[src/rtl/mmm_pkg.sv]
// Shared types for the Montgomery modular multiplier.
// Holds the controller state encoding used by mmm_core.
package mmm_pkg;

  typedef enum logic [1:0] {
    IDLE = 2'd0,
    RUN  = 2'd1,
    FIX  = 2'd2,
    DONE = 2'd3
  } state_t;

endpackage

[src/rtl/mmm_step.sv]
// One bit-serial Montgomery iteration: q, operand select, add, halve.
// Ports: acc/a_i/b/m/bm in, acc_next out (all combinational).
module mmm_step #(
  parameter int WIDTH = 8
) (
  input  logic [WIDTH:0]   acc,
  input  logic             a_i,
  input  logic [WIDTH-1:0] b,
  input  logic [WIDTH-1:0] m,
  input  logic [WIDTH:0]   bm,
  output logic [WIDTH:0]   acc_next
);

  localparam int SW = WIDTH + 2;

  logic         q;
  logic [WIDTH:0] op;
  logic [SW-1:0]  x;
  logic [SW-1:0]  y;
  logic [SW-1:1]  s;
  logic [SW-1:1]  c;

  assign q = acc[0] ^ (a_i & b[0]);

  always_comb begin
    op = '0;
    unique case ({a_i, q})
      2'b00:   op = '0;
      2'b10:   op = {1'b0, b};
      2'b01:   op = {1'b0, m};
      default: op = bm;
    endcase
  end

  assign x = {1'b0, acc};
  assign y = {1'b0, op};

  // q forces an even sum, so bit 0 is always zero;
  // only its carry matters and it needs no sum bit.
  assign c[1] = x[0] & y[0];

  genvar i;
  for (i = 1; i < SW; i++) begin : g_fa
    assign s[i] = x[i] ^ y[i] ^ c[i];
    if (i < SW - 1) begin : g_c
      assign c[i+1] = (x[i] & y[i])
                    | (c[i] & (x[i] ^ y[i]));
    end
  end

  assign acc_next = s[SW-1:1];

endmodule

[src/rtl/mmm_core.sv]
// Self-sequenced Montgomery multiplier: R = A*B*2^-WIDTH mod M.
// Ports: clk, rstb, ena, clear, start, A, B, M in; busy, done, R out.
module mmm_core
  import mmm_pkg::*;
#(
  parameter  int WIDTH = 8,
  localparam int CNT_W = $clog2(WIDTH + 1)
) (
  input  logic             clk,
  input  logic             rstb,
  input  logic             ena,
  input  logic             clear,
  input  logic             start,
  input  logic [WIDTH-1:0] A,
  input  logic [WIDTH-1:0] B,
  input  logic [WIDTH-1:0] M,
  output logic             busy,
  output logic             done,
  output logic [WIDTH-1:0] R
);

  state_t           state;
  logic [WIDTH-1:0] a_sh;
  logic [WIDTH-1:0] b_q;
  logic [WIDTH-1:0] m_q;
  logic [WIDTH:0]   bm_q;
  logic [WIDTH:0]   acc;
  logic [WIDTH:0]   acc_nx;
  logic [CNT_W-1:0] cnt;
  logic [WIDTH-1:0] diff;
  logic             ge;
  logic             last;

  mmm_step #(.WIDTH(WIDTH)) u_step (
    .acc      (acc),
    .a_i      (a_sh[0]),
    .b        (b_q),
    .m        (m_q),
    .bm       (bm_q),
    .acc_next (acc_nx)
  );

  // acc < 2M, so when acc >= M the difference
  // fits in WIDTH bits and the top bit can drop.
  assign ge   = acc >= {1'b0, m_q};
  assign diff = acc[WIDTH-1:0] - m_q;
  assign last = cnt == CNT_W'(WIDTH - 1);

  assign busy = (state == RUN) || (state == FIX);
  assign done = state == DONE;

  always_ff @(posedge clk) begin
    if (!rstb) begin
      state <= IDLE;
      a_sh  <= '0;
      b_q   <= '0;
      m_q   <= '0;
      bm_q  <= '0;
      acc   <= '0;
      cnt   <= '0;
      R     <= '0;
    end else if (clear) begin
      state <= IDLE;
      acc   <= '0;
      cnt   <= '0;
      R     <= '0;
    end else if (ena) begin
      unique case (state)
        IDLE: begin
          if (start) begin
            a_sh  <= A;
            b_q   <= B;
            m_q   <= M;
            bm_q  <= {1'b0, B} + {1'b0, M};
            acc   <= '0;
            cnt   <= '0;
            state <= RUN;
          end
        end
        RUN: begin
          acc  <= acc_nx;
          a_sh <= a_sh >> 1;
          cnt  <= cnt + 1'b1;
          if (last) state <= FIX;
        end
        FIX: begin
          R     <= ge ? diff : acc[WIDTH-1:0];
          state <= DONE;
        end
        DONE: state <= IDLE;
      endcase
    end
  end

endmodule

[config.mk]
export PLATFORM = sky130hd
export DESIGN_NAME = mmm_core
export DESIGN_NICKNAME = d
export VERILOG_FILES = /design/src/rtl/mmm_pkg.sv /design/src/rtl/mmm_step.sv /design/src/rtl/mmm_core.sv
export SDC_FILE = /design/constraint.sdc
export NUM_CORES = 1
export LEC_CHECK = 0
export ABC_AREA = 1
export CAP_MARGIN = 10
export CORE_UTILIZATION = 54
export CTS_BUF_LIST = sky130_fd_sc_hd__clkbuf_8
export CTS_CLUSTER_DIAMETER = 80
export CTS_CLUSTER_SIZE = 12
export DETAILED_ROUTE_END_ITERATION = 12
export HOLD_SLACK_MARGIN = 0.02
export PLACE_DENSITY = 0.73
export SKIP_CTS_REPAIR_TIMING = 1
export SYNTH_ARGS = -nofsm -noshare
export SYNTH_HDL_FRONTEND = slang
export SYNTH_SLANG_ARGS = --single-unit
[constraint.sdc]
create_clock -name clk -period 6.4 [get_ports clk]
set_clock_uncertainty 0.2 [all_clocks]
set_input_delay 0.96 -clock clk [delete_from_list [all_inputs] [get_ports clk]]
set_output_delay 0.96 -clock clk [all_outputs]
set_load 0.02 [all_outputs]
Word-level counts from Yosys, hierarchy flattened --
Index checks and enable logic that the tools add are counted.
Storage, ports and cells: bits in registers 56, bits in latches 0, memory bits (writable) 0, memory bits (read-only) 0, input bits 29, output and inout bits 10, logic and storage cells 86, memories 0
Operators by class: $add $sub $neg 3, multiply operators 0, div/mod/pow operators 0, $lt $le $gt $ge 1, equality and inequality tests 8, shift-type cells 0, mux-type cells 11, bitwise logic cells 45, reduce and logical (&&, ||, !) cells 10
Operators with widths (number):
- $pmux W9 S3 | 1
- $and A1 B1 Y1 | 18
- $pmux W9 S2 | 1
- $xor A1 B1 Y1 | 17
- $mux W8 | 2
- $pmux W8 S2 | 1
- $add A8 B8 Y9 | 1
- $ge A9 B8 Y1 | 1
- $mux W9 | 1
- $or A1 B1 Y1 | 8
- $pmux W2 S4 | 1
- $pmux W4 S2 | 1
- $reduce_and A4 Y1 | 2
- $sub A8 B8 Y8 | 1
- $eq A2 B2 Y1 const B | 3
- $reduce_and A3 Y1 | 2
- $add A4 B1 Y4 const B | 1
- $eq A2 B1 Y1 const B | 2
- $eq A4 B3 Y1 const B | 1
- $logic_not A2 Y1 | 2
- $mux W2 | 2
- $mux W4 | 1
- $ne A2 B2 Y1 const B | 2
- $not A1 Y1 | 2
- other kinds (4) | 4

Logic depth before layout (Yosys ltp) --
word-level depth 22, mapped depth 19, gate-level depth less buffers 18

Modules after synthesis --
A second synthesis with hierarchy kept.
Second synthesis, totals: cell total of the unflattened synthesis 498, area, all modules 3575.9 um^2
Modules (own cells, without submodules):
- mmm_core | times used 1, cells an instance 421, area an instance 3072.9 um^2, seq. area each 1121.1 um^2
- mmm_step | times used 1, cells an instance 77, area an instance 503.0 um^2, seq. area each 0.0 um^2

Worst setup path before layout --
No wires, ideal clock.
path type register to register, from reg a_sh[0], to reg acc[7], setup time 0.065 ns, arrival 4.298 ns, required time 6.135 ns, path slack 1.837 ns, stages on the path, launching flop included 19, path buffers 1, period minus slack after synthesis 4.563 ns, cell sequence dfxtp_1 -> nand2_1 -> xor2_1 -> nor2_2 -> inv_2 -> buf_2 -> a31oi_1 -> fa_1 -> fa_1 -> fa_1 -> fa_1 -> fa_1 -> fa_1 -> inv_1 -> fa_1 -> fa_1 -> o22ai_1 -> inv_1 -> nor2_1
Between the ends: word-level cells in the longest chain between the ends 21, elaborated cells on any way between the ends 38, classes of those cells eq/ne: 2; mux: 2; bitwise: 33; reduce/logical: 1
RTL lines:
- start: declaration | line mmm_core.sv:23 | logic [WIDTH-1:0] a_sh;
- start signal: assignment | line mmm_core.sv:82 | a_sh <= a_sh >> 1;
- $and A1 B1 Y1 | line mmm_step.sv:23 | assign q = acc[0] ^ (a_i & b[0]);
- $xor A1 B1 Y1 | line mmm_step.sv:23
- $eq A2 B1 Y1 (tied with other cells) | line mmm_step.sv:27 | unique case ({a_i, q})
- $pmux W9 S3 * | line mmm_step.sv:27
- $and A1 B1 Y1 or $xor A1 B1 Y1 (tied branches) | line mmm_step.sv:40, mmm_step.sv:47
- $and A1 B1 Y1 | line mmm_step.sv:47 | | (c[i] & (x[i] ^ y[i]));
- $or A1 B1 Y1 | line mmm_step.sv:47
- $and A1 B1 Y1 | line mmm_step.sv:47
- [... 5 more ...]
- $and A1 B1 Y1 | line mmm_step.sv:47
- $or A1 B1 Y1 | line mmm_step.sv:47
- $and A1 B1 Y1 | line mmm_step.sv:47
- $or A1 B1 Y1 | line mmm_step.sv:47
- $and A1 B1 Y1 | line mmm_step.sv:47
- $or A1 B1 Y1 | line mmm_step.sv:47
- $xor A1 B1 Y1 * | line mmm_step.sv:44 | assign s[i] = x[i] ^ y[i] ^ c[i];
- $pmux W9 S2 * | line mmm_core.sv:68 | unique case (state)
- end signal: assignment | line mmm_core.sv:81 | acc <= acc_nx;
- end: declaration | line mmm_core.sv:27 | logic [WIDTH:0] acc;
Mark *: on every way between the ends. The rest lies on a longest branch, timed or not. A chain may end at the register's enable or synchronous reset.

Worst setup path in the final report --
Ends and elaborated chain as after synthesis.

==> qor.csv <==
metric,value,unit
status,completed,
# clock sinks,56,
GRT Overall Usage,24.9,%
I/O pins,39,
Via-to-Cell Ratio,5.33,
core area,6030,sq um
first-pass GRT wire length,12.9,mm
RSZ-0062 raised after global routing,false,
critical path type,flip-flop to flip-flop,
Congestion Overflow GR,0,
Antenna Nets Post-Route,0,
CP Launch Type,flip-flop,
Final Max Tran Viols,0,
"Async S/R FF share, synth",0,%
Worst Path Required,6.44,ns
Non-Filler Instances,586,
Clock Latency Late Sink,0.31,ns
total number of vias,3123,
WHS Path Cells,2,
Synth cell types,38,
diode count,0,
Hold WC Path Type,flip-flop to flip-flop,
Die Area,6700,sq um
Worst Setup End Kind,flip-flop,
max_slew headroom,42.1,%
share of cells above drive strength 1,5.48,%
worst-path cell chain,"nand2_1, xor2_1, nor2_2, inv_2, a31oi_1, fa_1, fa_1, fa_1, fa_1, fa_1, fa_1, inv_1, fa_1, fa_1, o22ai_1, inv_1, nor2_1",
fin crit share,79.7,%
initial antenna violation count,0,
leak pwr,1.75,nW
Port Buffers,38,
Worst Hold Path EP,R[7],
CTS Root Cell,clkbuf_8,
Layout Nets,570,
DRC viols,0,
"Top FF cell, synth",dfxtp_1,
Hold Path Origin,R[7],
number of synthesized flops with an enable pin,0,
Die Ht,81.8,um
Reg-to-Reg End,acc[7],
1st-pass router iterations,4,
synth top area cells,"dfxtp_1 33%, nand2_1 10%, ha_1 7.6%",
Highest Clock Rate,0.196,GHz
Detailed Route WL,7.67,mm
share of the synthesized area in the top cell type,32.6,%
Post-Syn Area,3440,sq um
P per Cell Area,194,nW/um^2
H-Tree Level Count,2,
cell taking the most area after synthesis,dfxtp_1,
Reg2Reg Setup Slack,1.30,ns
crit path DAT,5.15,ns
Placed Cells,578,
Worst path max stage delay,0.55,ns
crit path max-delay cell type,dfxtp_1,
Std-Cell Rows,28,
die width,81.8,um
Critical Path Most Common Cell,fa_1,
final setup vio count,0,
setup tns final,0,ns
Mapped Cells,479,
syn_nets,539,
first-iteration detailed-routing DRC count,207,
Initial Utilization,57.1,%
cells on worst reg2reg path,17,
post-synthesis xor/xnor area fraction,2.55,%
synth warn,0,
CTS tree,done,
crit path max fanout,12,
syn_area_per_cell,7.18,sq um
total CTS buffers,5,
clock tree buffer depth,2,
post-synthesis sequential area ratio,32.6,%
# fillers,558,
worst vdd ir,0.000138,V
Final Hold Fails,0,
Routed WL per cell,13.1,um
post-synthesis register bit count,56,
Tightest Pin Transition,0.866,ns
RR Startpoint,a_sh[0],
P&R area growth vs syn,15.3,%
detailed placement HPWL,5.98,mm
largest family of logic cells by synthesized area,simple AND/OR/NAND/NOR gates,
Final GP Congestion,0.880,
largest net degree at the start of global routing,30,
adder-cell share of the synthesized area,13.5,%
Synth Area in Simple Gates,25.1,%
number of global-route vias before repair,2920,
maxcap violations,0,
"Reg clk slew, reported paths",0.10,ns
fin crit period,5.10,ns
Synth Area in Compound Gates,16.5,%
multiplexer share of the synthesized area,0,%
[through the flow]
step / hold slack (ns) / setup WS [ns] / total power (W) / area, sq um / util, %
5_1_grt: 0.287 / 1.00 / 0.000806 / 3970 / 65.8
2_1_floorplan: 0.248 / 1.84 / 0.000488 / 3440 / -
3_5_place_dp: 0.259 / 1.34 / 0.000535 / 3850 / 63.9
6_report: 0.267 / 1.30 / 0.000768 / 3970 / 65.8
4_1_cts: 0.274 / 1.32 / 0.000771 / 3970 / 65.8
3_3_place_gp: 0.253 / 1.52 / 0.000533 / 3850 / 63.9
[cell type report]
type                       count  area [sq um]  area share, %
inverter                      70           268           6.75
timing repair buffer          39           388           9.78
clock buffer                   5          68.8           1.74
tap                           75          93.8           2.37
clock inverter                 3          46.3           1.17
multi-input combinational    338          1980           49.9
sequential                    56          1120           28.3
[cell usage in the layout, fill, tap and decap left out, drive strengths merged, types with 2 or more instances in the layout]
master	instances
dfxtp	56
o211ai	3
xnor2	2
o21ai	38
nand4	4
nand2	97
a21oi	39
nor2	47
or2	2
nand3b	2
a31oi	14
a211oi	2
ha	21
inv	71
clkdlybuf4s50	38
xor2	8
nand3	41
fa	10
nor3	2
clkbuf	5
o22ai	3
[flip-flops by register name (all words and copies together) (netlist names)]
name   cells
acc        9
bm_q       9
R          8
a_sh       8
b_q        8
m_q        8
cnt        4
state      2
[worst max-delay path, delay by kind of cell, from the launching register on]
| kind | cells | cell delay (ns) |
|---|---|---|
| compound gates | 2 | 0.30 |
| xor+xnor | 1 | 0.39 |
| fa+ha+maj | 8 | 2.93 |
| buf+inv | 3 | 0.32 |
| flops | 1 | 0.55 |
| simple gates | 3 | 0.35 |
[report_power, final]
| part | switching [W] | internal, W | leakage (nW) | total (W) |
|---|---|---|---|---|
| sequential | 0.00000778 | 0.000361 | 0.455 | 0.000369 |
| combinational | 0.0000967 | 0.0000638 | 1.24 | 0.000161 |
| clock | 0.000120 | 0.000118 | 0.0548 | 0.000238 |
[worst max path at each step]
stage / start / endpoint / cells past startpoint
global route: a_sh[0] / acc[7] / 17
detailed placement: a_sh[0] / acc[7] / 17
floorplan: a_sh[0] / acc[7] / 18
finish: a_sh[0] / acc[7] / 17
global placement: a_sh[0] / acc[7] / 17
CTS: a_sh[0] / acc[7] / 17
[metal layers]
layer | share of wire [%] | up-vias | track usage [%]
met1 | 47 | 1432 | 32.1
met2 | 48 | 61 | 44.0
met4 | 0.74 | 0 | 4.39
met3 | 4.4 | 7 | 3.89
li1 | - | 1623 | -
met5 | 0 | - | 0
[cells by family (layout without fill, tap and decap cells)]
family / after synthesis / after routing
flops: 56 / 56
xor+xnor: 10 / 10
compound gates: 102 / 102
fa+ha+maj: 31 / 31
buf+inv: 85 / 117
simple gates: 195 / 195
[cell usage after synthesis, types with 6 or more instances]
master and count:
inv_1 62, dfxtp_1 56, nand2_1 95, nor2_1 43, nand3_1 40, a31oi_1 14, o21ai_1 17, xor2_1 8
buf_2 6, fa_1 10, clkbuf_1 8, ha_1 21, o21ai_0 20, a21oi_1 38, inv_2 6
Note: power is estimated with default switching activity, not from simulation.
